`src/rtl/cpu_bus_arb.sv`:
```
// Two-master bus arbiter: shares one memory bus between the CPU instruction and data ports.
// Data accesses win by default, but a waiting fetch is served after D_STREAK_MAX data grants in a row.
module cpu_bus_arb #(
    parameter int D_STREAK_MAX   = 4,
    parameter int CPU_ADDR_WIDTH = 32,
    parameter int CPU_DATA_WIDTH = 32,
    parameter int CPU_BEN_WIDTH  = 4
) (
    input  logic                      clk,
    input  logic                      nrst,
    input  logic [CPU_ADDR_WIDTH-1:0] i_IAddr,
    input  logic                      i_IRdC,
    output logic [CPU_DATA_WIDTH-1:0] o_IData,
    output logic                      o_IRdy,
    output logic                      o_IErr,
    input  logic [CPU_ADDR_WIDTH-1:0] i_DAddr,
    input  logic                      i_DCmd,
    input  logic                      i_DRnW,
    input  logic [CPU_BEN_WIDTH-1:0]  i_DBen,
    input  logic [CPU_DATA_WIDTH-1:0] i_DData,
    output logic [CPU_DATA_WIDTH-1:0] o_DData,
    output logic                      o_DRdy,
    output logic                      o_DErr,
    output logic [CPU_ADDR_WIDTH-1:0] o_MAddr,
    output logic                      o_MCmd,
    output logic                      o_MRnW,
    output logic [CPU_BEN_WIDTH-1:0]  o_MBen,
    output logic [CPU_DATA_WIDTH-1:0] o_MData,
    input  logic [CPU_DATA_WIDTH-1:0] i_MData,
    input  logic                      i_MRdy,
    input  logic                      i_MErr,
    output logic                      o_gnt_i,
    output logic                      o_gnt_d
);

    localparam int STREAK_W = $clog2(D_STREAK_MAX + 1);
    localparam logic [STREAK_W-1:0] STREAK_MAX = STREAK_W'(D_STREAK_MAX);

    typedef enum logic [1:0] {
        IDLE  = 2'd0,
        GNT_I = 2'd1,
        GNT_D = 2'd2
    } arbState_t;

    arbState_t                 r_state;
    logic [STREAK_W-1:0]       r_dStreak;
    logic [CPU_ADDR_WIDTH-1:0] r_MAddr;
    logic                      r_MCmd;
    logic                      r_MRnW;
    logic [CPU_BEN_WIDTH-1:0]  r_MBen;
    logic [CPU_DATA_WIDTH-1:0] r_MData;

    arbState_t                 w_nextState;
    logic [STREAK_W-1:0]       w_nextStreak;
    logic [CPU_ADDR_WIDTH-1:0] w_nextMAddr;
    logic                      w_nextMCmd;
    logic                      w_nextMRnW;
    logic [CPU_BEN_WIDTH-1:0]  w_nextMBen;
    logic [CPU_DATA_WIDTH-1:0] w_nextMData;

    logic w_streakFull;
    logic w_grantD;
    logic w_gntI;
    logic w_gntD;

    assign w_streakFull = (r_dStreak == STREAK_MAX);
    // A waiting fetch blocks the data port only once the data streak has saturated.
    assign w_grantD     = i_DCmd && !(i_IRdC && w_streakFull);

    always_ff @(posedge clk or negedge nrst) begin
        if (!nrst) begin
            r_state   <= IDLE;
            r_dStreak <= '0;
            r_MAddr   <= '0;
            r_MCmd    <= 1'b0;
            r_MRnW    <= 1'b0;
            r_MBen    <= '0;
            r_MData   <= '0;
        end else begin
            r_state   <= w_nextState;
            r_dStreak <= w_nextStreak;
            r_MAddr   <= w_nextMAddr;
            r_MCmd    <= w_nextMCmd;
            r_MRnW    <= w_nextMRnW;
            r_MBen    <= w_nextMBen;
            r_MData   <= w_nextMData;
        end
    end

    always_comb begin
        w_nextState  = r_state;
        w_nextStreak = r_dStreak;
        w_nextMAddr  = r_MAddr;
        w_nextMCmd   = r_MCmd;
        w_nextMRnW   = r_MRnW;
        w_nextMBen   = r_MBen;
        w_nextMData  = r_MData;
        case (r_state)
            IDLE: begin
                if (w_grantD) begin
                    w_nextState  = GNT_D;
                    w_nextMAddr  = i_DAddr;
                    w_nextMRnW   = i_DRnW;
                    w_nextMBen   = i_DBen;
                    w_nextMData  = i_DData;
                    w_nextMCmd   = 1'b1;
                    if (!i_IRdC) begin
                        w_nextStreak = '0;
                    end else if (!w_streakFull) begin
                        w_nextStreak = r_dStreak + STREAK_W'(1);
                    end
                end else if (i_IRdC) begin
                    w_nextState  = GNT_I;
                    w_nextMAddr  = i_IAddr;
                    w_nextMRnW   = 1'b1;
                    w_nextMBen   = '1;
                    w_nextMData  = '0;
                    w_nextMCmd   = 1'b1;
                    w_nextStreak = '0;
                end
            end
            GNT_I, GNT_D: begin
                if (i_MRdy) begin
                    w_nextState = IDLE;
                    w_nextMCmd  = 1'b0;
                end
            end
            default: begin
                w_nextState = IDLE;
                w_nextMCmd  = 1'b0;
            end
        endcase
    end

    assign w_gntI = (r_state == GNT_I);
    assign w_gntD = (r_state == GNT_D);

    assign o_gnt_i = w_gntI;
    assign o_gnt_d = w_gntD;
    assign o_MAddr = r_MAddr;
    assign o_MCmd  = r_MCmd;
    assign o_MRnW  = r_MRnW;
    assign o_MBen  = r_MBen;
    assign o_MData = r_MData;

    // Slave responses reach only the port that currently owns the bus.
    assign o_IRdy  = i_MRdy & w_gntI;
    assign o_IErr  = i_MErr & i_MRdy & w_gntI;
    assign o_DRdy  = i_MRdy & w_gntD;
    assign o_DErr  = i_MErr & i_MRdy & w_gntD;
    assign o_IData = i_MData;
    assign o_DData = i_MData;

endmodule

```
`config.mk`:
```
export PLATFORM = sky130hd
export DESIGN_NAME = cpu_bus_arb
export DESIGN_NICKNAME = d
export VERILOG_FILES = /design/src/rtl/cpu_bus_arb.sv
export SDC_FILE = /design/constraint.sdc
export NUM_CORES = 1
export LEC_CHECK = 0
export ABC_AREA = 1
export CORE_MARGIN = 8
export CORE_UTILIZATION = 40
export CTS_BUF_LIST = sky130_fd_sc_hd__clkbuf_16
export CTS_CLUSTER_DIAMETER = 200
export CTS_CLUSTER_SIZE = 25
export DETAILED_ROUTE_END_ITERATION = 8
export GPL_TIMING_DRIVEN = 0
export PLACE_DENSITY_LB_ADDON = 0.1
export SYNTH_ARGS = -nofsm -noshare
export SYNTH_HDL_FRONTEND = slang
export SYNTH_SLANG_ARGS = --single-unit
```
`constraint.sdc`:
```
create_clock -name clk -period 4.03 [get_ports clk]
set_clock_uncertainty 0.05 [all_clocks]
set_input_delay 0.806 -clock clk [delete_from_list [all_inputs] [get_ports clk]]
set_output_delay 0.806 -clock clk [all_outputs]
set_load 0.005 [all_outputs]
```
### After elaboration in Yosys (flattened, before gate mapping)

Cells that the tools add are included.

* register bits after elaboration: 75
* bits in latches: 0
* bits in writable memories: 0
* bits in read-only memories: 0
* bits of input ports: 139
* output and inout port bits: 140
* logic and storage cells: 47
* memories kept: 0

* $add $sub $neg: 1
* $mul: 0
* div/mod/pow operators: 0
* magnitude comparators: 0
* equality and inequality tests: 6
* shift-type cells: 0
* muxes and demuxes: 19
* bitwise logic cells: 5
* reductions and logical operators: 9

Operators with widths (count)
* $mux 32: 4
* $mux 3: 4
* $mux 4: 2
* $mux 2: 3
* $ne 3x3->1 const B: 2
* $and 1x1->1: 5
* $mux 1: 4
* $pmux 2 s2: 1
* $reduce_and 2->1: 2
* $add 3x1->3 const B: 1
* $eq 3x3->1 const B: 1
* $reduce_and 3->1: 1
* $eq 2x1->1 const B: 1
* $eq 2x2->1 const B: 1
* $logic_and 1x1->1: 2
* $logic_not 2->1: 1
* $ne 2x2->1 const B: 1
* $pmux 1 s2: 1
* $reduce_bool 2->1: 1
* $reduce_or 2->1: 1
* $logic_not 1->1: 1

### Depth between registers and ports, before layout

* depth in word-level cells: 6
* mapped depth: 9

### Worst setup path before layout

OpenSTA, ideal clock, no wires.

* kind: input to output
* from: input port i_MRdy
* to: output port o_DErr
* arrival: 0.953 ns
* setup slack: 2.221 ns
* stages: 2
* path buffers: 0
* path through: nand2_1 > nor2_1

* word-level cells in the longest chain between the ends: 2

Ends and longest elaborated chain
* from (decl): RTL line 30 `input logic i_MRdy,`
* $and 1x1->1 (2 in series): RTL line 150 `assign o_DErr = i_MErr & i_MRdy & w_gntD;`
* to (decl): RTL line 23 `output logic o_DErr,`

Every way passes these cells.

### Final worst setup path

Same ends and word-level chain as after synthesis.

==> results.yml <==
worst_setup_path:
  required_ns: 3.17
  critPathKind: "input port to primary output"
  critPathMaxStageDelay_ns: 0.54
  critPathMostFrequentCell: "clkdlybuf4s50_1"
  crit_chain: "clkdlybuf4s50_1 -> nand2_1 -> nor2_1 -> clkdlybuf4s50_1"
  crit_arrival_ns: 2.07
  critPathLaunchType: "input port"
  cp_max_fo: 4
  cp_num_buf_inv: 2
  cp-end-kind: "primary output"
  crit_slowest_cell: "clkdlybuf4s50_1"
  cp_top_family: "buffers and inverters"
placed_design:
  gp_congestion: 0.831
  place_hpwl_um: 11900
  place_area_um2: 6900
  dp_cells: 939
  place_ws_ns: 1.10
  place.port_buffers: 245
clock_tree:
  cts_max_level: 3
  cts-root-buf: "clkbuf_16"
  holdBufCountCts: 0
  clock_path_buffers: 2
  tritoncts: "done"
  cts_resized: 0
  numCtsBuffers: 9
  cts.clk_slew.worst_paths_ns: 0.06
  cts.sinks: 75
  clock_latency_ns: 0.33
  cts_setup_buffers: 0
detailed_routing:
  wl_met3_um: 1710
  drt-initial-drc-count: 177
  drc_errors: 0
  first_pass_iters: 5
  wl_met1_um: 5360
  met2_length_um: 7230
  top_layer_used: "met4"
  ant_nets: 0
  via_per_inst: 4.57
  wl_per_cell_um: 15.3
  wl_um: 14600
  dr_total_vias: 4366
floorplan:
  die_h_um: 119
  num_io_pins: 279
  die_x_um: 119
  start_util_pct: 41.2
  core_um2: 10300
  die-area_um2: 14200
  rows: 37
pwr:
  irDropWorstVdd_mv: 0.236
  powerDensity_nw_per_um2: 588
  p_leak_nw: 3.71
logic_synthesis:
  yosys_register_bits: 75
  netlist_area_um2: 4250
  yosysUniqueCellTypes: 20
  ys_seq_area_share_pct: 44.1
  synthCells: 557
  syn_area_per_cell_um2: 7.63
  synthesis.nets: 701
  ys_warn_count: 0
finish:
  antenna_cells: 0
  nFillCells: 816
  fin_area_um2: 7210
  syn_to_final_growth_pct: 69.5
  final_cells: 955
  final_nets: 958
  drive_above_1_share_pct: 13.3
grt:
  grt_max_degree: 73
  grt_pass1_vias: 4633
  grt_use_total_pct: 20.2
  antenna_found_initial: 0
  grt_first_pass_wirelength_um: 23200
  grt_remaining_overflow: 0
sta:
  maxSlewViolCount: 0
  setup_ws_ns: 1.10
  fin_tns_setup_ns: 0
  min_period_ns: 2.93
  maxSlewHeadroom_pct: 71.5
  rsz0062_at_grt: "no"
  finalSetupViolations: 0
  clock.fmax_ghz: 0.342
  finalCritPeriodShare_pct: 72.6
  hold_viol_final: 0
  tightestPinTransition_ns: 0.427
hold_path:
  hold_path_class: "input port to asynchronous set/reset pin"
job:
  max_cap_viol_count: 0
status:
  run_status: "completed"
per-layer routing:
metal | vias up | track usage (%)
li1 | 2146 | -
met1 | 2000 | 20.2
met2 | 198 | 35.9
met3 | 22 | 8.79
met4 | 0 | 8.54
met5 | - | 0
path summary, 6_finish.rpt:
| path | startpoint | to | slack, ns | cells after the start |
|---|---|---|---|---|
| min in group clk | o_MAddr[1] | o_MAddr[1] | 0.43 | 2 |
| hold reg to reg | o_MAddr[1] | o_MAddr[1] | 0.43 | 2 |
| setup / recovery | i_MRdy | o_DErr | 1.10 | 4 |
| hold / removal | nrst | o_MAddr[10] | 0.21 | 1 |
| max in group asynchronous | nrst | o_MData[28] | 3.16 | 2 |
| setup reg to reg | r_dStreak[0] | o_MAddr[20] | 2.40 | 7 |
registers in the layout, indices dropped and copies added, names as in the netlist:
register	flops
o_MCmd	1
o_MData	32
o_MRnW	1
o_MBen	4
r_state	2
r_dStreak	3
o_MAddr	32
cell families after synthesis:
logic type / count (synthesis) / synth area share (%)
fa+ha+maj: 5 / 1.47
simple gates: 297 / 30.0
flops: 75 / 44.1
buf+inv: 172 / 23.4
compound gates: 8 / 0.942
cells in the final DEF (no fill, tap or decap), types with 3 or more instances in the layout:
cell,synthesis,layout
buf_1,3,3
buf_2,7,7
buf_4,69,70
buf_6,10,10
clkbuf_1,3,3
clkbuf_16,0,9
clkdlybuf4s50_1,0,244
clkinv_1,0,3
dfrtp_1,75,75
ha_1,5,5
inv_1,76,77
nand2_1,189,189
nand3_1,99,99
nor2_1,4,4
o21ai_0,3,3
o21ai_1,5,5
worst reg2reg max path, delay by kind of cell, from the launching register on:
| kind | cells | cell delay (ns) |
|---|---|---|
| adder cells (fa/ha/maj) | 1 | 0.23 |
| buffers and inverters | 2 | 0.44 |
| flip-flops | 1 | 0.37 |
| AND/OR/NAND/NOR | 4 | 0.45 |
where the power goes:
part	switching, mW	internal (mW)	leakage [nW]
clock	0.305	0.534	0.153
combinational	0.917	1.16	2.62
sequential	0.203	1.12	0.938
synth_stat cells (all sizes together):
cell    count  share of area (%)
buf        89                 16
clkbuf      4               0.44
dfrtp      75                 44
ha          5                1.5
inv        79                7.0
nand2     192                 17
nand3     100                 12
nor2        5               0.62
o21ai       8               0.94
through the flow:
step	utilization (%)	hold WS, ns	power [mW]
floorplan	-	0.415	2.22
global placement	66.6	0.410	3.36
detailed placement	66.8	0.414	3.43
CTS	69.8	0.208	4.29
global route	69.8	0.208	4.53
finish	69.8	0.212	4.24
layout make-up:
| cell class | count | area [um2] | area share (%) |
|---|---|---|---|
| timing repair buffer | 246 | 2480 | 34.4 |
| sequential | 75 | 1880 | 26.0 |
| multi-input combinational | 310 | 1380 | 19.1 |
| buffer | 93 | 696 | 9.65 |
| inverter | 79 | 299 | 4.15 |
| clock buffer | 9 | 225 | 3.12 |
| tap | 136 | 170 | 2.36 |
| clock inverter | 7 | 83.8 | 1.16 |
(Power assumes the default switching activity.)
